## config.mk

```make
export PLATFORM = sky130hd
export DESIGN_NAME = move_controller
export DESIGN_NICKNAME = d
export VERILOG_FILES = /design/src/rtl/move_controller.sv
export SDC_FILE = /design/constraint.sdc
export NUM_CORES = 1
export LEC_CHECK = 0
export BUFFER_PORTS_ARGS = -buffer_cell sky130_fd_sc_hd__buf_2
export CORE_ASPECT_RATIO = 0.5
export CORE_MARGIN = 3
export CORE_UTILIZATION = 45
export CTS_CLUSTER_SIZE = 8
export DETAILED_ROUTE_END_ITERATION = 8
export GPL_TIMING_DRIVEN = 0
export PLACE_DENSITY = 0.69
export SKIP_CTS_REPAIR_TIMING = 1
export SYNTH_ARGS = -nofsm -noshare
export SYNTH_HDL_FRONTEND = slang
export SYNTH_SLANG_ARGS = --single-unit
```

## constraint.sdc

```tcl
create_clock -name clk -period 4.3 [get_ports clk]
set_input_delay 0 -clock clk [delete_from_list [all_inputs] [get_ports clk]]
set_output_delay 0 -clock clk [all_outputs]
set_load 0.005 [all_outputs]
```

## src/rtl/move_controller.sv

```systemverilog
// move_controller: sequences the 2048 tile grid. Seeds the board, turns a
// one-hot direction request into a single move pulse for the edge nodes,
// waits for the shift/merge wave to settle, spawns a new tile and flags
// win / game-over.
//
// Handshake: there is no valid/ready back-pressure on this block. dir_req and
// restart are level requests sampled only in the states that accept them
// (IDLE, and OVER for restart); move_ready and preset_ext are one-cycle
// strobes that the grid must take on the rising edge where they are high.
module move_controller #(
    parameter int          GRID_N        = 4,
    parameter int          SETTLE_CYCLES = 8,
    parameter int          WIN_EXP       = 11,
    parameter logic [15:0] LFSR_SEED     = 16'hACE1
) (
    input  logic                            clk,
    input  logic                            rst,
    input  logic [3:0]                      dir_req,
    input  logic                            restart,
    input  logic [4*GRID_N*GRID_N-1:0]      cell_values,
    output logic [3:0]                      move_ready,
    output logic                            preset_ext,
    output logic [4*GRID_N*GRID_N-1:0]      preset_values,
    output logic                            busy,
    output logic                            game_win,
    output logic                            game_over
);

    // Cell count is a power of two, so index arithmetic wraps naturally.
    localparam int CELLS = GRID_N * GRID_N;
    localparam int IDX_W = $clog2(CELLS);
    localparam int BUS_W = 4 * CELLS;
    localparam int CNT_W = (SETTLE_CYCLES > 1) ? $clog2(SETTLE_CYCLES) : 1;

    typedef enum logic [3:0] {
        ST_INIT      = 4'd0,
        ST_INIT_WAIT = 4'd1,
        ST_IDLE      = 4'd2,
        ST_MOVE      = 4'd3,
        ST_SETTLE    = 4'd4,
        ST_COMPARE   = 4'd5,
        ST_SCAN      = 4'd6,
        ST_SPAWN     = 4'd7,
        ST_CHECK     = 4'd8,
        ST_OVER      = 4'd9
    } state_t;

    state_t             state_q, state_d;
    logic [15:0]        lfsr_q;
    logic [BUS_W-1:0]   snap_q, snap_d;
    logic [BUS_W-1:0]   pv_q, pv_d;
    logic [3:0]         dir_q, dir_d;
    logic [CNT_W-1:0]   settle_q, settle_d;
    logic [IDX_W-1:0]   start_q, start_d;
    logic [IDX_W-1:0]   scan_q, scan_d;
    logic [IDX_W-1:0]   pick_q, pick_d;
    logic               win_q, win_d;

    logic               preset_int;
    logic               move_int;
    logic               dir_onehot;
    logic [IDX_W-1:0]   seed_a, seed_b, scan_idx;
    logic               empty_any, pair_any, win_any;
    logic               lfsr_fb;

    // Fibonacci feedback for taps 16,14,13,11.
    assign lfsr_fb    = lfsr_q[15] ^ lfsr_q[13] ^ lfsr_q[12] ^ lfsr_q[10];
    assign dir_onehot = (dir_req != 4'd0) && ((dir_req & (dir_req - 4'd1)) == 4'd0);

    // Board predicates used by CHECK: any empty cell, any mergeable pair, any winning tile.
    always_comb begin
        empty_any = 1'b0;
        pair_any  = 1'b0;
        win_any   = 1'b0;
        for (int r = 0; r < GRID_N; r++) begin
            for (int c = 0; c < GRID_N; c++) begin
                if (cell_values[4*(r*GRID_N+c) +: 4] == 4'd0)
                    empty_any = 1'b1;
                if (cell_values[4*(r*GRID_N+c) +: 4] == 4'(WIN_EXP))
                    win_any = 1'b1;
                if (c < GRID_N-1 && cell_values[4*(r*GRID_N+c) +: 4] != 4'd0 &&
                    cell_values[4*(r*GRID_N+c) +: 4] == cell_values[4*(r*GRID_N+c+1) +: 4])
                    pair_any = 1'b1;
                if (r < GRID_N-1 && cell_values[4*(r*GRID_N+c) +: 4] != 4'd0 &&
                    cell_values[4*(r*GRID_N+c) +: 4] == cell_values[4*((r+1)*GRID_N+c) +: 4])
                    pair_any = 1'b1;
            end
        end
    end

    // Next-state and strobe logic for the sequencing FSM.
    always_comb begin
        state_d    = state_q;
        snap_d     = snap_q;
        pv_d       = pv_q;
        dir_d      = dir_q;
        settle_d   = settle_q;
        start_d    = start_q;
        scan_d     = scan_q;
        pick_d     = pick_q;
        win_d      = win_q;
        preset_int = 1'b0;
        move_int   = 1'b0;
        seed_a     = lfsr_q[IDX_W-1:0];
        seed_b     = lfsr_q[2*IDX_W-1:IDX_W];
        scan_idx   = start_q + scan_q;

        case (state_q)
            ST_INIT: begin
                // Two distinct seed tiles; a collision bumps b to the next cell.
                if (seed_b == seed_a)
                    seed_b = seed_a + 1'b1;
                pv_d                       = '0;
                pv_d[4*int'(seed_a) +: 4]  = 4'd1;
                pv_d[4*int'(seed_b) +: 4]  = 4'd1;
                preset_int                 = 1'b1;
                win_d                      = 1'b0;
                state_d                    = ST_INIT_WAIT;
            end
            ST_INIT_WAIT: begin
                state_d = ST_IDLE;
            end
            ST_IDLE: begin
                if (restart) begin
                    state_d = ST_INIT;
                end else if (dir_onehot) begin
                    snap_d  = cell_values;
                    dir_d   = dir_req;
                    state_d = ST_MOVE;
                end
            end
            ST_MOVE: begin
                move_int = 1'b1;
                settle_d = '0;
                state_d  = ST_SETTLE;
            end
            ST_SETTLE: begin
                if (settle_q == CNT_W'(SETTLE_CYCLES-1)) begin
                    settle_d = '0;
                    state_d  = ST_COMPARE;
                end else begin
                    settle_d = settle_q + 1'b1;
                end
            end
            ST_COMPARE: begin
                // An unchanged board means the move was a no-op: no spawn.
                if (cell_values == snap_q) begin
                    state_d = ST_IDLE;
                end else begin
                    start_d = lfsr_q[IDX_W-1:0];
                    scan_d  = '0;
                    state_d = ST_SCAN;
                end
            end
            ST_SCAN: begin
                if (cell_values[4*int'(scan_idx) +: 4] == 4'd0) begin
                    pick_d  = scan_idx;
                    state_d = ST_SPAWN;
                end else if (scan_q == IDX_W'(CELLS-1)) begin
                    state_d = ST_CHECK;
                end else begin
                    scan_d = scan_q + 1'b1;
                end
            end
            ST_SPAWN: begin
                pv_d                      = cell_values;
                pv_d[4*int'(pick_q) +: 4] = (lfsr_q[7:4] == 4'd0) ? 4'd2 : 4'd1;
                preset_int                = 1'b1;
                state_d                   = ST_CHECK;
            end
            ST_CHECK: begin
                if (win_any)
                    win_d = 1'b1;
                if (!empty_any && !pair_any)
                    state_d = ST_OVER;
                else
                    state_d = ST_IDLE;
            end
            ST_OVER: begin
                if (restart)
                    state_d = ST_INIT;
            end
            default: begin
                state_d = ST_INIT;
            end
        endcase
    end

    // State, LFSR and datapath registers; reset lands in INIT with a seeded LFSR.
    always_ff @(posedge clk or negedge rst) begin
        if (!rst) begin
            state_q  <= ST_INIT;
            lfsr_q   <= LFSR_SEED;
            snap_q   <= '0;
            pv_q     <= '0;
            dir_q    <= '0;
            settle_q <= '0;
            start_q  <= '0;
            scan_q   <= '0;
            pick_q   <= '0;
            win_q    <= 1'b0;
        end else begin
            state_q  <= state_d;
            lfsr_q   <= {lfsr_q[14:0], lfsr_fb};
            snap_q   <= snap_d;
            pv_q     <= pv_d;
            dir_q    <= dir_d;
            settle_q <= settle_d;
            start_q  <= start_d;
            scan_q   <= scan_d;
            pick_q   <= pick_d;
            win_q    <= win_d;
        end
    end

    // Reset state is INIT, which would otherwise raise preset_ext/busy; gating
    // with rst keeps every output low while reset is held.
    assign preset_ext    = preset_int & rst;
    assign preset_values = rst ? pv_d : '0;
    assign move_ready    = move_int ? dir_q : 4'd0;
    assign busy          = rst & (state_q != ST_IDLE) & (state_q != ST_OVER);
    assign game_win      = win_q;
    assign game_over     = (state_q == ST_OVER);

endmodule

```

[After elaboration in Yosys (flattened, before gate mapping)]
Cells that the tools add are included.
Widths: inputs -> output; s select.
Word-level totals
  flip-flop bits (word level): 168
  output and inout bits: 72
  logic and storage cells: 255
Operators by class
  $add $sub $neg: 8
  equality and inequality tests: 63
  shift-type cells: 7
  muxes and demuxes: 83
  bitwise operators: 10
  reductions and logical operators: 74
Operator list (number)
  $shift 4x33->64 const A: 3
  $bwmux 64: 2
  $pmux 64 s2: 1
  $shiftx 4x33->64 const A: 2
  $eq 4x4->1: 25
  $neg 6->33: 3
  $logic_not 4->1: 20
  $eq 4x4->1 const B: 19
  $and 64x64->64: 1
  $eq 64x64->1: 1
  $mux 64: 1
  $reduce_bool 4->1: 16
  $shiftx 4x33->64: 1
  $shiftx 64x7->4: 1
  $mux 1: 59
  $mux 4: 13
  $pmux 4 s10: 1
  $logic_and 1x1->1: 26
  $eq 4x3->1 const B: 4
  $ne 2x2->1 const B: 6
  $add 4x1->4 const B: 2
  $eq 4x2->1 const B: 2
  $pmux 4 s2: 1
  $reduce_and 4->1: 2
  21 further kinds: 33

[Longest topological paths before layout]
  depth in word-level cells: 30
  gate-level depth with buffers: 12
  gate-level depth less buffers: 11

[Worst setup path after synthesis]
OpenSTA, ideal clock, no wires.
  path kind: flip-flop to output port
  from: register lfsr_q[0]
  to: output preset_values[32]
  arrival time: 2931 ps
  required time: 4300 ps
  slack: 1369 ps
  cell stages (with the launch flop): 13
  path buffers: 1
  cells stage by stage: dfstp_2 -> buf_2 -> xor2_1 -> nor4_1 -> mux2_2 -> inv_1 -> ha_1 -> inv_1 -> a211oi_1 -> a21o_1 -> and2_1 -> nand2_1 -> a311oi_1
On the way
  word-level cells in the longest chain between the ends: 8
  elaborated cells on any way between the ends: 14
RTL lines
  from (decl): line 49  | logic [15:0] lfsr_q;
  from (signal assigned): line 204  | lfsr_q <= {lfsr_q[14:0], lfsr_fb};
  $add 4x1->4 / $eq 4x4->1 (equally long branches): line 112, 111
  $mux 4: line 111  | if (seed_b == seed_a)
  $mux 4: line 108  | case (state_q)
  $neg 6->33: line 115  | pv_d[4*int'(seed_b) +: 4] = 4'd1;
  $shiftx 4x33->64 / $shift 4x33->64 (equally long branches): line 115
  $bwmux 64 (*): line 115
  $pmux 64 s2 (*): line 108
  $mux 64 (*): line 219  | assign preset_values = rst ? pv_d : '0;
  to (decl): line 23  | output logic [4*GRID_N*GRID_N-1:0] preset_values,
Every way passes the cells marked *; elsewhere a longest branch is shown, timed or not. The select of a mux whose other input is x is not followed.

[Worst setup path after layout]
  from: register lfsr_q[0]
  to: output preset_values[16]
Same word-level chain as after synthesis.

==> metrics <==
Final ANT Viol Nets 0; top cells by count, synth xnor2_1 (163), dfrtp_1 (160), and2_1 (66), nand2_1 (64), buf_2 (61); total gr overflow 0; Clock Tree Buf Depth 2; worst-path cell chain buf_2 > xor2_1 > nor4_2 > mux2_2 > inv_1 > ha_1 > inv_1 > a211oi_1 > or3b_1 > a2111oi_2 > nand2_1 > a21oi_1 > buf_2; Worst Path Max Fanout 8; post-route setup slack ~330 ps; Netlist cell types 73; minimum clock period 3970 ps; relative slew slack 0.237; Starting Density 0.472; final setup TNS 0 ps; Root Buffer clkbuf_16; Tightest Hold Check Type primary input to register; Pins Over Slew Limit 0; Syn Area/Cell about 9.7 µm²; synthesized flop and latch total 168; Core ar. between 20,000 and 25,000 µm²; Top FF cell, synth dfrtp_1; routability cong. just under 1; largest net degree at the start of global routing 104; DRC Markers 0; crit-path max cell delay 560 ps; TritonCTS buffer count 17; share of the core filled with cells 0.542; cell taking the most area after synthesis dfrtp_1; Mapped Area around 11,000 µm²; CP top delay family simple AND/OR/NAND/NOR gates; ys async rst share 1.00; DR vias 9,931; multi-input logic area between 6000 and 7000 µm²; first-pass GRT wire length roughly 57,000 µm; initial antenna violation count 0; I/O pin count roughly 140; Tcrit/Tclk final 0.922; die area around 27,000 µm²; Leakage 5.47 nW; Post-synth EDFFs 0; critical path data required time 4300 ps; Fmax between 200 and 300 MHz; gr usage total 0.286; CTS H-tree depth 4; hold violation count in the final report 2; actual slew at the worst max-slew pin 1130 ps; Crit-path slowest cell dfstp_2; clock slew at reported path FFs ~60 ps; Post-Place Setup Slack approximately 680 ps; worst vdd ir roughly 0.24 mV; Synth Instances 1,145; Die Height about 120 µm; Yosys top cell area share 0.360; Power Total around 7.2 mW; number of global-route vias before repair ~9,500; most area-consuming cells after synthesis dfrtp_1 (36%), xnor2_1 (13%), mux2_2 (5.1%); run status finished with violations; count leader, synth xnor2_1; row count 39; layout cell share with drive strength beyond 1 0.202; final WL roughly 38,000 µm; 1st-pass router iterations 8; WS Path Type register to primary output; Die Wd approximately 230 µm; CP Buf/Inv Count 4; power per cell area between 500 and 600 nW/µm²; area grow syn2layout 14.8%; share of the yosys chip area belonging to registers 0.378; RSZ-0062 raised after global routing no; Post-Syn Nets between 1,000 and 1,500; WP data arrival around 4000 ps; routed vias/inst roughly 6.2; clock sinks 168; CTS tree done; 1st-iter DRT viols 1,277; Layout Nets 1,356; CP endpoint kind primary output; max capacitance violation total 0; post-DR wirelength/cell roughly 24 µm; Min Hold Slack -13.4 ps; register area 4210 µm²; clk_lat worst skew between 400 and 500 ps; failing checks hold timing; port buffer count 78; clock skew approximately 9.1 ps; Yosys warnings 0; Worst setup SP type register; post-DP HPWL 27,700 µm; diode count 0; final setup violation count 0; Fillers 2,098
-- kinds of logic after synthesis --
group                      Yosys count  synth area share
AOI/OAI and AO/OA                  186             0.124
xor gates and xnor gates           177             0.139
adders and majority gates           19            0.0220
buffers and inverters              131            0.0597
DFF                                168             0.378
muxes                               88            0.0878
and+or+nand+nor                    376             0.189
-- area by class of cell --
class                   count  share of cell area
flip-flops and latches    168               0.330
repair buffers            102              0.0515
inverters                  19             0.00558
plain buffers             112              0.0464
well taps                 328              0.0321
multi-input cells         846               0.491
clock inverters            10             0.00734
clock buffers              21              0.0368
-- per-stage QoR --
stage / instance area, µm² / instances
final: 12800 / 1606
after global routing: 12800 / 1606
after CTS: 12500 / 1583
after detailed placement: 12000 / 1552
after global placement: 11900 / 1551
after floorplan: 11100 / 1145
-- registers in the layout, summed over array words and instances, names as in the netlist --
name and flops:
dir_q 4, game_win 1, lfsr_q 16, pick_q 4, pv_q 64, scan_q 4, settle_q 3, snap_q 64
start_q 4, state_q 4
-- per-layer routing --
layer  wire length (µm)  GRT usage  vias to the layer above
li1                   -          -                     4375
met1              16000      0.374                     4953
met2              17100      0.444                      510
met3               4130     0.0897                       93
met4               1190      0.119                        0
met5                  0          0                        -
-- worst paths after layout --
check / start / end / slack [ps] / depth (start not counted)
setup / recovery: lfsr_q[0]$_DFF_PN1_ / preset_values[16] / 330 / 13
hold / removal: restart / state_q[0]$_DFFE_PN0P_ / -10 / 4
setup reg to reg: scan_q[0]$_DFFE_PN0P_ / state_q[0]$_DFFE_PN0P_ / 490 / 9
hold reg to reg: lfsr_q[14]$_DFF_PN0_ / lfsr_q[15]$_DFF_PN1_ / 360 / 0
max in group asynchronous: rst / snap_q[4]$_DFFE_PN0P_ / 3240 / 3
min in group asynchronous: rst / lfsr_q[2]$_DFF_PN0_ / 140 / 2
-- worst min-delay path, delay by kind of cell --
family	cells	cell delay, ps
buf+inv	1	130
compound gates	2	180
simple gates	1	80
-- report_power, final --
part / switching (mW) / internal, mW / total, mW / leakage, nW
clock: 0.679 / 0.841 / 1.52 / 0.272
sequential: 0.347 / 2.20 / 2.55 / 2.18
combinational: 1.79 / 1.34 / 3.12 / 3.02
total: 2.81 / 4.38 / 7.20 / 5.47
-- cell usage in the layout, fill, tap and decap left out, types with 7 or more instances in the layout --
cell,instances
nor3_1,40
a21oi_1,33
nor2_1,49
ha_1,18
dlygate4sd3_1,23
inv_1,19
mux2i_1,11
clkbuf_1,27
xor2_1,14
mux2_2,50
buf_6,9
o21ai_0,13
o21ai_1,21
mux2_1,27
buf_1,7
nand2_1,64
nor4_1,32
nand3_1,10
nor2b_1,9
dfstp_2,8
xnor2_1,163
a31oi_1,8
clkbuf_16,17
buf_2,138
and2_1,66
and3_1,7
a2111oi_0,17
a22oi_1,8
a32o_1,36
nand4_1,48
dfrtp_1,160
nand4b_1,18
Power figures use the tool's default switching activity.
